### src/rtl/multicycle_ctrl.sv
// Control FSM for a multicycle RV32I datapath: sequences fetch/decode/execute/writeback over a single
// shared memory port and drives every datapath select and strobe, with a memory-wait timeout.
module multicycle_ctrl #(
    parameter int TIMEOUT_CYCLES = 16
) (
    input  logic       clk_i,
    input  logic       rst_i,
    input  logic [6:0] op_i,
    input  logic [2:0] funct3_i,
    input  logic       eq_i,
    input  logic       mem_ready_i,
    output logic       mem_req_o,
    output logic       mem_write_o,
    output logic       adr_src_o,
    output logic       ir_write_o,
    output logic       pc_write_o,
    output logic       reg_write_o,
    output logic [1:0] alu_src_a_o,
    output logic [1:0] alu_src_b_o,
    output logic [1:0] alu_op_o,
    output logic [2:0] imm_src_o,
    output logic [1:0] result_src_o,
    output logic       instr_done_o,
    output logic       fault_o,
    output logic [3:0] state_o
);

    typedef enum logic [3:0] {
        S_FETCH     = 4'd0,
        S_DECODE    = 4'd1,
        S_MEM_ADDR  = 4'd2,
        S_MEM_READ  = 4'd3,
        S_MEM_WB    = 4'd4,
        S_MEM_WRITE = 4'd5,
        S_EXEC_R    = 4'd6,
        S_EXEC_I    = 4'd7,
        S_ALU_WB    = 4'd8,
        S_BRANCH    = 4'd9,
        S_JAL       = 4'd10,
        S_JALR      = 4'd11,
        S_LUI       = 4'd12,
        S_AUIPC     = 4'd13,
        S_FAULT     = 4'd14,
        S_UNUSED    = 4'd15
    } state_t;

    localparam logic [6:0] OP_LOAD   = 7'b0000011;
    localparam logic [6:0] OP_STORE  = 7'b0100011;
    localparam logic [6:0] OP_R      = 7'b0110011;
    localparam logic [6:0] OP_I      = 7'b0010011;
    localparam logic [6:0] OP_BRANCH = 7'b1100011;
    localparam logic [6:0] OP_JAL    = 7'b1101111;
    localparam logic [6:0] OP_JALR   = 7'b1100111;
    localparam logic [6:0] OP_LUI    = 7'b0110111;
    localparam logic [6:0] OP_AUIPC  = 7'b0010111;

    // A zero TIMEOUT_CYCLES disables the timeout; keep a 1-bit counter so widths stay legal.
    localparam bit              TO_EN    = (TIMEOUT_CYCLES > 0);
    localparam int              CNT_W    = TO_EN ? $clog2(TIMEOUT_CYCLES + 1) : 1;
    localparam logic [CNT_W-1:0] CNT_LAST = CNT_W'(TO_EN ? TIMEOUT_CYCLES - 1 : 0);

    state_t            state_q, next_state;
    logic [CNT_W-1:0]  cnt_q;
    logic              done_q;
    logic              timed_out;

    logic       mem_req_c, mem_write_c, adr_src_c, ir_write_c, pc_write_c, reg_write_c;
    logic [1:0] src_a_c, src_b_c, alu_op_c, result_src_c;
    logic [2:0] imm_src_c;

    // Last unacknowledged cycle the counter allows; an ack in this cycle still wins.
    assign timed_out = TO_EN && !mem_ready_i && (cnt_q == CNT_LAST);

    always_ff @(posedge clk_i or posedge rst_i) begin
        if (rst_i) begin
            state_q <= S_FETCH;
            cnt_q   <= '0;
            done_q  <= 1'b0;
        end else begin
            state_q <= next_state;
            done_q  <= (next_state == S_FETCH) && (state_q != S_FETCH);
            if (next_state != state_q)
                cnt_q <= '0;
            else if (mem_req_c && !mem_ready_i)
                cnt_q <= cnt_q + CNT_W'(1);
        end
    end

    always_comb begin
        next_state   = state_q;
        mem_req_c    = 1'b0;
        mem_write_c  = 1'b0;
        adr_src_c    = 1'b0;
        ir_write_c   = 1'b0;
        pc_write_c   = 1'b0;
        reg_write_c  = 1'b0;
        src_a_c      = 2'b00;
        src_b_c      = 2'b00;
        alu_op_c     = 2'b00;
        imm_src_c    = 3'b000;
        result_src_c = 2'b00;
        case (state_q)
            S_FETCH: begin
                mem_req_c    = 1'b1;
                src_b_c      = 2'b10;
                result_src_c = 2'b10;
                if (mem_ready_i) begin
                    ir_write_c = 1'b1;
                    pc_write_c = 1'b1;
                    next_state = S_DECODE;
                end else if (timed_out) begin
                    next_state = S_FAULT;
                end
            end
            S_DECODE: begin
                // Branch/JAL target is computed speculatively into ALUOut here.
                src_a_c   = 2'b01;
                src_b_c   = 2'b01;
                imm_src_c = (op_i == OP_JAL) ? 3'b011 : 3'b010;
                case (op_i)
                    OP_LOAD, OP_STORE: next_state = S_MEM_ADDR;
                    OP_R:              next_state = S_EXEC_R;
                    OP_I:              next_state = S_EXEC_I;
                    OP_BRANCH:         next_state = S_BRANCH;
                    OP_JAL:            next_state = S_JAL;
                    OP_JALR:           next_state = S_JALR;
                    OP_LUI:            next_state = S_LUI;
                    OP_AUIPC:          next_state = S_AUIPC;
                    default:           next_state = S_FAULT;
                endcase
            end
            S_MEM_ADDR: begin
                src_a_c    = 2'b10;
                src_b_c    = 2'b01;
                imm_src_c  = (op_i == OP_STORE) ? 3'b001 : 3'b000;
                next_state = (op_i == OP_STORE) ? S_MEM_WRITE : S_MEM_READ;
            end
            S_MEM_READ: begin
                mem_req_c = 1'b1;
                adr_src_c = 1'b1;
                if (mem_ready_i)    next_state = S_MEM_WB;
                else if (timed_out) next_state = S_FAULT;
            end
            S_MEM_WB: begin
                result_src_c = 2'b01;
                reg_write_c  = 1'b1;
                next_state   = S_FETCH;
            end
            S_MEM_WRITE: begin
                mem_req_c   = 1'b1;
                mem_write_c = 1'b1;
                adr_src_c   = 1'b1;
                if (mem_ready_i)    next_state = S_FETCH;
                else if (timed_out) next_state = S_FAULT;
            end
            S_EXEC_R: begin
                src_a_c    = 2'b10;
                alu_op_c   = 2'b10;
                next_state = S_ALU_WB;
            end
            S_EXEC_I: begin
                src_a_c    = 2'b10;
                src_b_c    = 2'b01;
                alu_op_c   = 2'b10;
                next_state = S_ALU_WB;
            end
            S_ALU_WB: begin
                reg_write_c = 1'b1;
                next_state  = S_FETCH;
            end
            S_BRANCH: begin
                src_a_c    = 2'b10;
                alu_op_c   = 2'b01;
                pc_write_c = ((funct3_i == 3'b000) && eq_i) || ((funct3_i == 3'b001) && !eq_i);
                next_state = S_FETCH;
            end
            S_JALR: begin
                src_a_c    = 2'b10;
                src_b_c    = 2'b01;
                next_state = S_JAL;
            end
            S_JAL: begin
                // PC takes the target held in ALUOut while the ALU forms the link value.
                pc_write_c = 1'b1;
                src_a_c    = 2'b01;
                src_b_c    = 2'b10;
                next_state = S_ALU_WB;
            end
            S_LUI: begin
                src_a_c    = 2'b11;
                src_b_c    = 2'b01;
                imm_src_c  = 3'b100;
                next_state = S_ALU_WB;
            end
            S_AUIPC: begin
                src_a_c    = 2'b01;
                src_b_c    = 2'b01;
                imm_src_c  = 3'b100;
                next_state = S_ALU_WB;
            end
            S_FAULT:  next_state = S_FAULT;
            default:  next_state = S_FAULT;
        endcase
    end

    // Reset forces every output low immediately, independent of the clock.
    assign mem_req_o    = mem_req_c   & ~rst_i;
    assign mem_write_o  = mem_write_c & ~rst_i;
    assign adr_src_o    = adr_src_c   & ~rst_i;
    assign ir_write_o   = ir_write_c  & ~rst_i;
    assign pc_write_o   = pc_write_c  & ~rst_i;
    assign reg_write_o  = reg_write_c & ~rst_i;
    assign alu_src_a_o  = rst_i ? 2'b00  : src_a_c;
    assign alu_src_b_o  = rst_i ? 2'b00  : src_b_c;
    assign alu_op_o     = rst_i ? 2'b00  : alu_op_c;
    assign imm_src_o    = rst_i ? 3'b000 : imm_src_c;
    assign result_src_o = rst_i ? 2'b00  : result_src_c;
    assign instr_done_o = done_q & ~rst_i;
    assign fault_o      = (state_q == S_FAULT) & ~rst_i;
    assign state_o      = rst_i ? 4'd0 : state_q;

endmodule

### config.mk
export PLATFORM = sky130hd
export DESIGN_NAME = multicycle_ctrl
export DESIGN_NICKNAME = d
export VERILOG_FILES = /design/src/rtl/multicycle_ctrl.sv
export SDC_FILE = /design/constraint.sdc
export NUM_CORES = 1
export LEC_CHECK = 0
export ABC_AREA = 1
export CAP_MARGIN = 5
export CORE_UTILIZATION = 46
export DETAILED_ROUTE_END_ITERATION = 10
export GPL_TIMING_DRIVEN = 1
export HOLD_SLACK_MARGIN = 0.15
export PLACE_DENSITY = 0.79
export SYNTH_ARGS = -nofsm -noshare
export SYNTH_HDL_FRONTEND = slang
export SYNTH_SLANG_ARGS = --single-unit
### constraint.sdc
create_clock -name clk_i -period 2.4 [get_ports clk_i]
set_input_delay 0.36 -clock clk_i [delete_from_list [all_inputs] [get_ports clk_i]]
set_output_delay 0.36 -clock clk_i [all_outputs]
set_load 0.05 [all_outputs]
**Word level (Yosys, flattened, before mapping)**

Index checks and enable logic that the tools add are counted.

- Register bits: 10
- Latch bits: 0
- RAM bits: 0
- Bits in read-only memories: 0
- Bits of input ports: 14
- Output and inout port bits: 23
- Logic and storage cells: 93
- Memories kept: 0

- Add/sub/neg operators: 1
- $mul: 0
- Divide/modulo/power cells: 0
- Order comparisons: 0
- Equal/unequal tests: 26
- Shift operators: 0
- Multiplexer cells: 29
- Bitwise operators: 9
- Reductions and logical operators: 25

Operators by type and width:

| cell | number |
|---|---|
| 4-bit case mux with 8 select lines | 2 |
| 4-bit == test (second input constant) | 7 |
| 7-bit by 6-bit == test with 1-bit output (second input constant) | 3 |
| 7-bit == test (second input constant) | 3 |
| 4-bit 2-to-1 mux | 5 |
| 4-bit by 3-bit == test with 1-bit output (second input constant) | 4 |
| 7-bit by 5-bit == test with 1-bit output (second input constant) | 2 |
| 2-bit case mux with 2 select lines | 3 |
| 2-bit OR reduction | 6 |
| 5-bit 2-to-1 mux | 2 |
| 5-bit OR reduction | 2 |
| 3-bit case mux with 3 select lines | 1 |
| 3-bit OR reduction | 3 |
| 1-bit bitwise AND | 8 |
| 4-bit by 2-bit == test with 1-bit output (second input constant) | 2 |
| 4-bit zero test | 2 |
| 1-bit 2-to-1 mux | 8 |
| 2-bit 2-to-1 mux | 4 |
| 7-bit by 2-bit == test with 1-bit output (second input constant) | 1 |
| 3-bit 2-to-1 mux | 2 |
| 2-bit case mux with 3 select lines | 1 |
| 6-bit OR reduction | 1 |
| 5-bit by 1-bit adder with 5-bit output (second input constant) | 1 |
| 5-bit by 4-bit == test with 1-bit output (second input constant) | 1 |
| other kinds (11) | 16 |

**Logic depth before layout (Yosys ltp)**

- Word-level depth: 7
- Mapped depth: 13
- Mapped depth without buffers: 13

**Least setup slack after synthesis**

Ideal clock, no wire load.

- Path type: reg2out
- Start point: register state_q[2]
- End point: output port imm_src_o[0]
- Arrival: 2.205 ns
- Path slack: -0.165 ns
- Cell stages (with the launch flop): 7
- Cell sequence: dfrtp_1 -> buf_6 -> nor2_4 -> inv_2 -> nor2_4 -> nand3_1 -> a221oi_1

- Word-level cells in the longest chain between the ends: 4
- Elaborated cells on any way between the ends: 7
- Those cells by class: eq/ne: 4; mux: 2; reduce/logical: 1

Ends and longest elaborated chain:

| what | RTL line | RTL |
|---|---|---|
| start: declaration | 62 | `state_t state_q, next_state;` |
| start signal: assignment | 80 | `state_q <= next_state;` |
| 4-bit == test | 102 | `case (state_q)` |
| 2-bit OR reduction (no source line) | n/a |  |
| 3-bit case mux with 3 select lines * | 102 |  |
| 3-bit 2-to-1 mux * | 216 | `assign imm_src_o = rst_i ? 3'b000 : imm_src_c;` |
| end: declaration | 21 | `output logic [2:0] imm_src_o,` |

Every way passes the cells marked *; elsewhere a longest branch is shown, timed or not.

**Final worst setup path**

- Start point: input port op_i[2]
- End point: output port imm_src_o[0]

- Word-level cells in the longest chain between the ends: 4
- Elaborated cells on any way between the ends: 6
- Those cells by class: eq/ne: 2; mux: 4

Ends and longest elaborated chain:

| what | RTL line | RTL |
|---|---|---|
| start: declaration | 8 | `input logic [6:0] op_i,` |
| 7-bit by 6-bit == test with 1-bit output / 7-bit == test (equally long branches) | 135, 119 |  |
| 1-bit 2-to-1 mux, on equally long branches | 135, 119 |  |
| 3-bit case mux with 3 select lines * | 102 |  |
| 3-bit 2-to-1 mux * | 216 |  |

Marked as above.

==> flow_metrics.tcl <==
set metrics [dict create \
    grt_max_degree 16 \
    finalCritPeriodShare_pct 95.1 \
    slew_violations 0 \
    grtUsageMet3_pct 2.32 \
    worst_slack_ps 118 \
    reg2regPathDepth 13 \
    post-place-ws_ps 193 \
    finalSetupTns_ps 0 \
    numPortBuffers 36 \
    final_cell_mix "nand2_1, nor2_1, inv_1" \
    ctsHtreeMaxLevel 1 \
    seqPwrFrac_pct 14.6 \
    design_area_um2 1820 \
    hold_path_class "flip-flop to flip-flop" \
    worstSetupPathType "input port to output port" \
    rr_startpoint "cnt_q[0]" \
    critPathArrivalTime_ps 1920 \
    post_cts_resized 0 \
    p_int_mw 0.856 \
    skew_ps 0.710 \
    path_max_fanout 4 \
    p_per_area_nw_per_um2 1080 \
    hold_violations 0 \
    ys_types 27 \
    finalSetupViolCount 0 \
    min_period_ps 2280 \
    nets 240 \
    die_area_um2 2740 \
    path_clk_slew_ps 60 \
    grt-busiest-layer "met2" \
    cts_tree "built" \
    ys_warn_count 0 \
    p_sw_mw 1.11 \
    coreArea_um2 2300 \
    wl_um 3360 \
    grt_pass1_vias 1270 \
    grt_antenna_before_repair 0 \
    clockBufferDepth 2 \
    grtUsageTotal_pct 26.8 \
    cp.required_ps 2040 \
    use_met1_pct 30.9 \
    combPwrFrac_pct 77.9 \
    power.leakage_nw 0.819 \
    post-cts-setup-buffers 0 \
    max_cap_violations 0 \
    ys_seq_area_share_pct 21.4 \
    synthesis.nets 200 \
    cts_root_buffer "clkbuf_4" \
    layout_commonest_cell "nand2_1" \
    clock-sinks 10 \
    start_kind "input port" \
    fillers 169 \
    numCtsBuffers 3 \
    start_util_pct 50.8 \
    globalplace.congestion 0.932 \
    ioPinCount 37 \
    drive_above_1_share_pct 28.3 \
    synth_area_um2 1170 \
    vias_per_cell 5.43 \
    ir_worst_vdd_v 0.000835 \
    dieWidth_um 52.4 \
    cp-end-kind "output port" \
    clkPwrFrac_pct 7.5 \
    worstReg2RegEnd "cnt_q[3]" \
    drt-initial-drc-count 42 \
    placed_area_um2 1780 \
    first_pass_iters 5 \
    die_y_um 52.4 \
    diodes 0 \
    total_power_mw 1.96 \
    slew_headroom_pct 68.9 \
    holdPathEnd "cnt_q[3]" \
    synth-seq-cells 10 \
    grt_util_met2_pct 48.7 \
    synth.avg_cell_area_um2 6.34 \
    dp.final_hpwl_um 2810 \
    hold_slack_ps 585 \
    reg2reg_slack_ps 410 \
    max_slew.worst_pin.slew_ps 464 \
    wl_per_cell_um 13.4 \
    sw_frac_of_total_pct 56.4 \
    status "finished clean" \
    num_vias 1363 \
    hold_start "cnt_q[3]" \
    area_growth_pct 55.6 \
    syn_inst 184 \
    hold_depth 2 \
    row_count 17 \
    drc 0 \
    ctsHoldBuffers 0 \
    rsz0062_at_grt "no" \
    grt_overflow 0 \
    fmax_ghz 0.438 \
    grt_pass1_wl_um 5510 \
    detail-route-antenna-nets 0 \
    clock_latency_ps 260 \
]
critical path, cell delays in order:
cell and delay, ps:
clkdlybuf4s50_1 460, inv_1 100, nand2_1 60, nor2_1 260, nand3_2 150, a221oi_2 350
buf_12 180
registers in the layout, summed over array words and instances, names as in the netlist:
name,flops
done_q,1
cnt_q,5
state_q,4
per-stage QoR:
stage / instances / util [%]
2_1_floorplan: 184 / -
3_3_place_gp: 247 / 77.5
3_5_place_dp: 247 / 77.5
4_1_cts: 251 / 79.0
5_1_grt: 251 / 79.1
6_report: 251 / 79.1
logic make-up (layout without fill, tap and decap cells):
kind of cell,count (synthesis),count (layout),share of synthesized area (%)
AOI/OAI and AO/OA,17,17,8.57
DFF,10,10,21.4
xor gates and xnor gates,4,4,3.00
and+or+nand+nor,119,119,53.3
adders and majority gates,2,2,2.14
buffers and inverters,32,71,11.6
power groups by stage:
stage                     sequential [mW]  clock (mW)  combinational [mW]
after floorplan                     0.245           0                1.04
after global placement              0.282           0                1.48
after detailed placement            0.285           0                1.52
after CTS                           0.282       0.153                1.53
after global routing                0.292       0.159                1.63
final                               0.287       0.147                1.53
worst max-delay path by stage:
stage               start              to  slack [ps]
3_5_place_dp      op_i[2]    imm_src_o[0]         190
4_1_cts        state_q[3]      pc_write_o         170
6_report          op_i[2]    imm_src_o[0]         120
3_3_place_gp      op_i[2]    imm_src_o[0]         320
2_1_floorplan  state_q[1]  alu_src_b_o[1]         150
5_1_grt        state_q[2]      pc_write_o           9
layout make-up:
type | count | area (µm²) | share of cell area [%]
Inverter | 28 | 105 | 5.79
Clock buffer | 4 | 36.3 | 2.00
Multi-Input combinational cell | 142 | 788 | 43.4
Tap cell | 28 | 35.0 | 1.93
Sequential cell | 10 | 251 | 13.8
Timing Repair Buffer | 39 | 601 | 33.1
routing by layer:
metal,part of all wire [%],up-vias
met3,6.9,11
met1,40,599
li1,-,678
met2,51,75
met5,0,-
met4,2.4,0
Yosys cell counts:
library cell	instances	area, µm²
a31oi_1	3	18.8
nand2_2	4	25.0
dfrtp_1	10	250
nor3_1	7	35.0
o21ai_1	1	5.00
buf_6	2	22.5
inv_2	5	18.8
ha_1	2	25.0
xor2_1	2	17.5
nand2_4	2	22.5
xnor2_1	2	17.5
a21oi_2	1	8.76
nand2_1	42	158
nor4_1	2	12.5
nor2_2	4	25.0
nand3_1	11	55.1
nand3_2	5	50.1
clkbuf_1	2	7.51
inv_1	23	86.3
a221oi_1	2	17.5
nand3_4	1	17.5
nor2_4	3	33.8
a21oi_1	6	30.0
nor3_2	6	60.1
o21ai_0	4	20.0
nand4_1	3	18.8
nor2_1	29	109
Note: power is estimated with default switching activity, not from simulation.
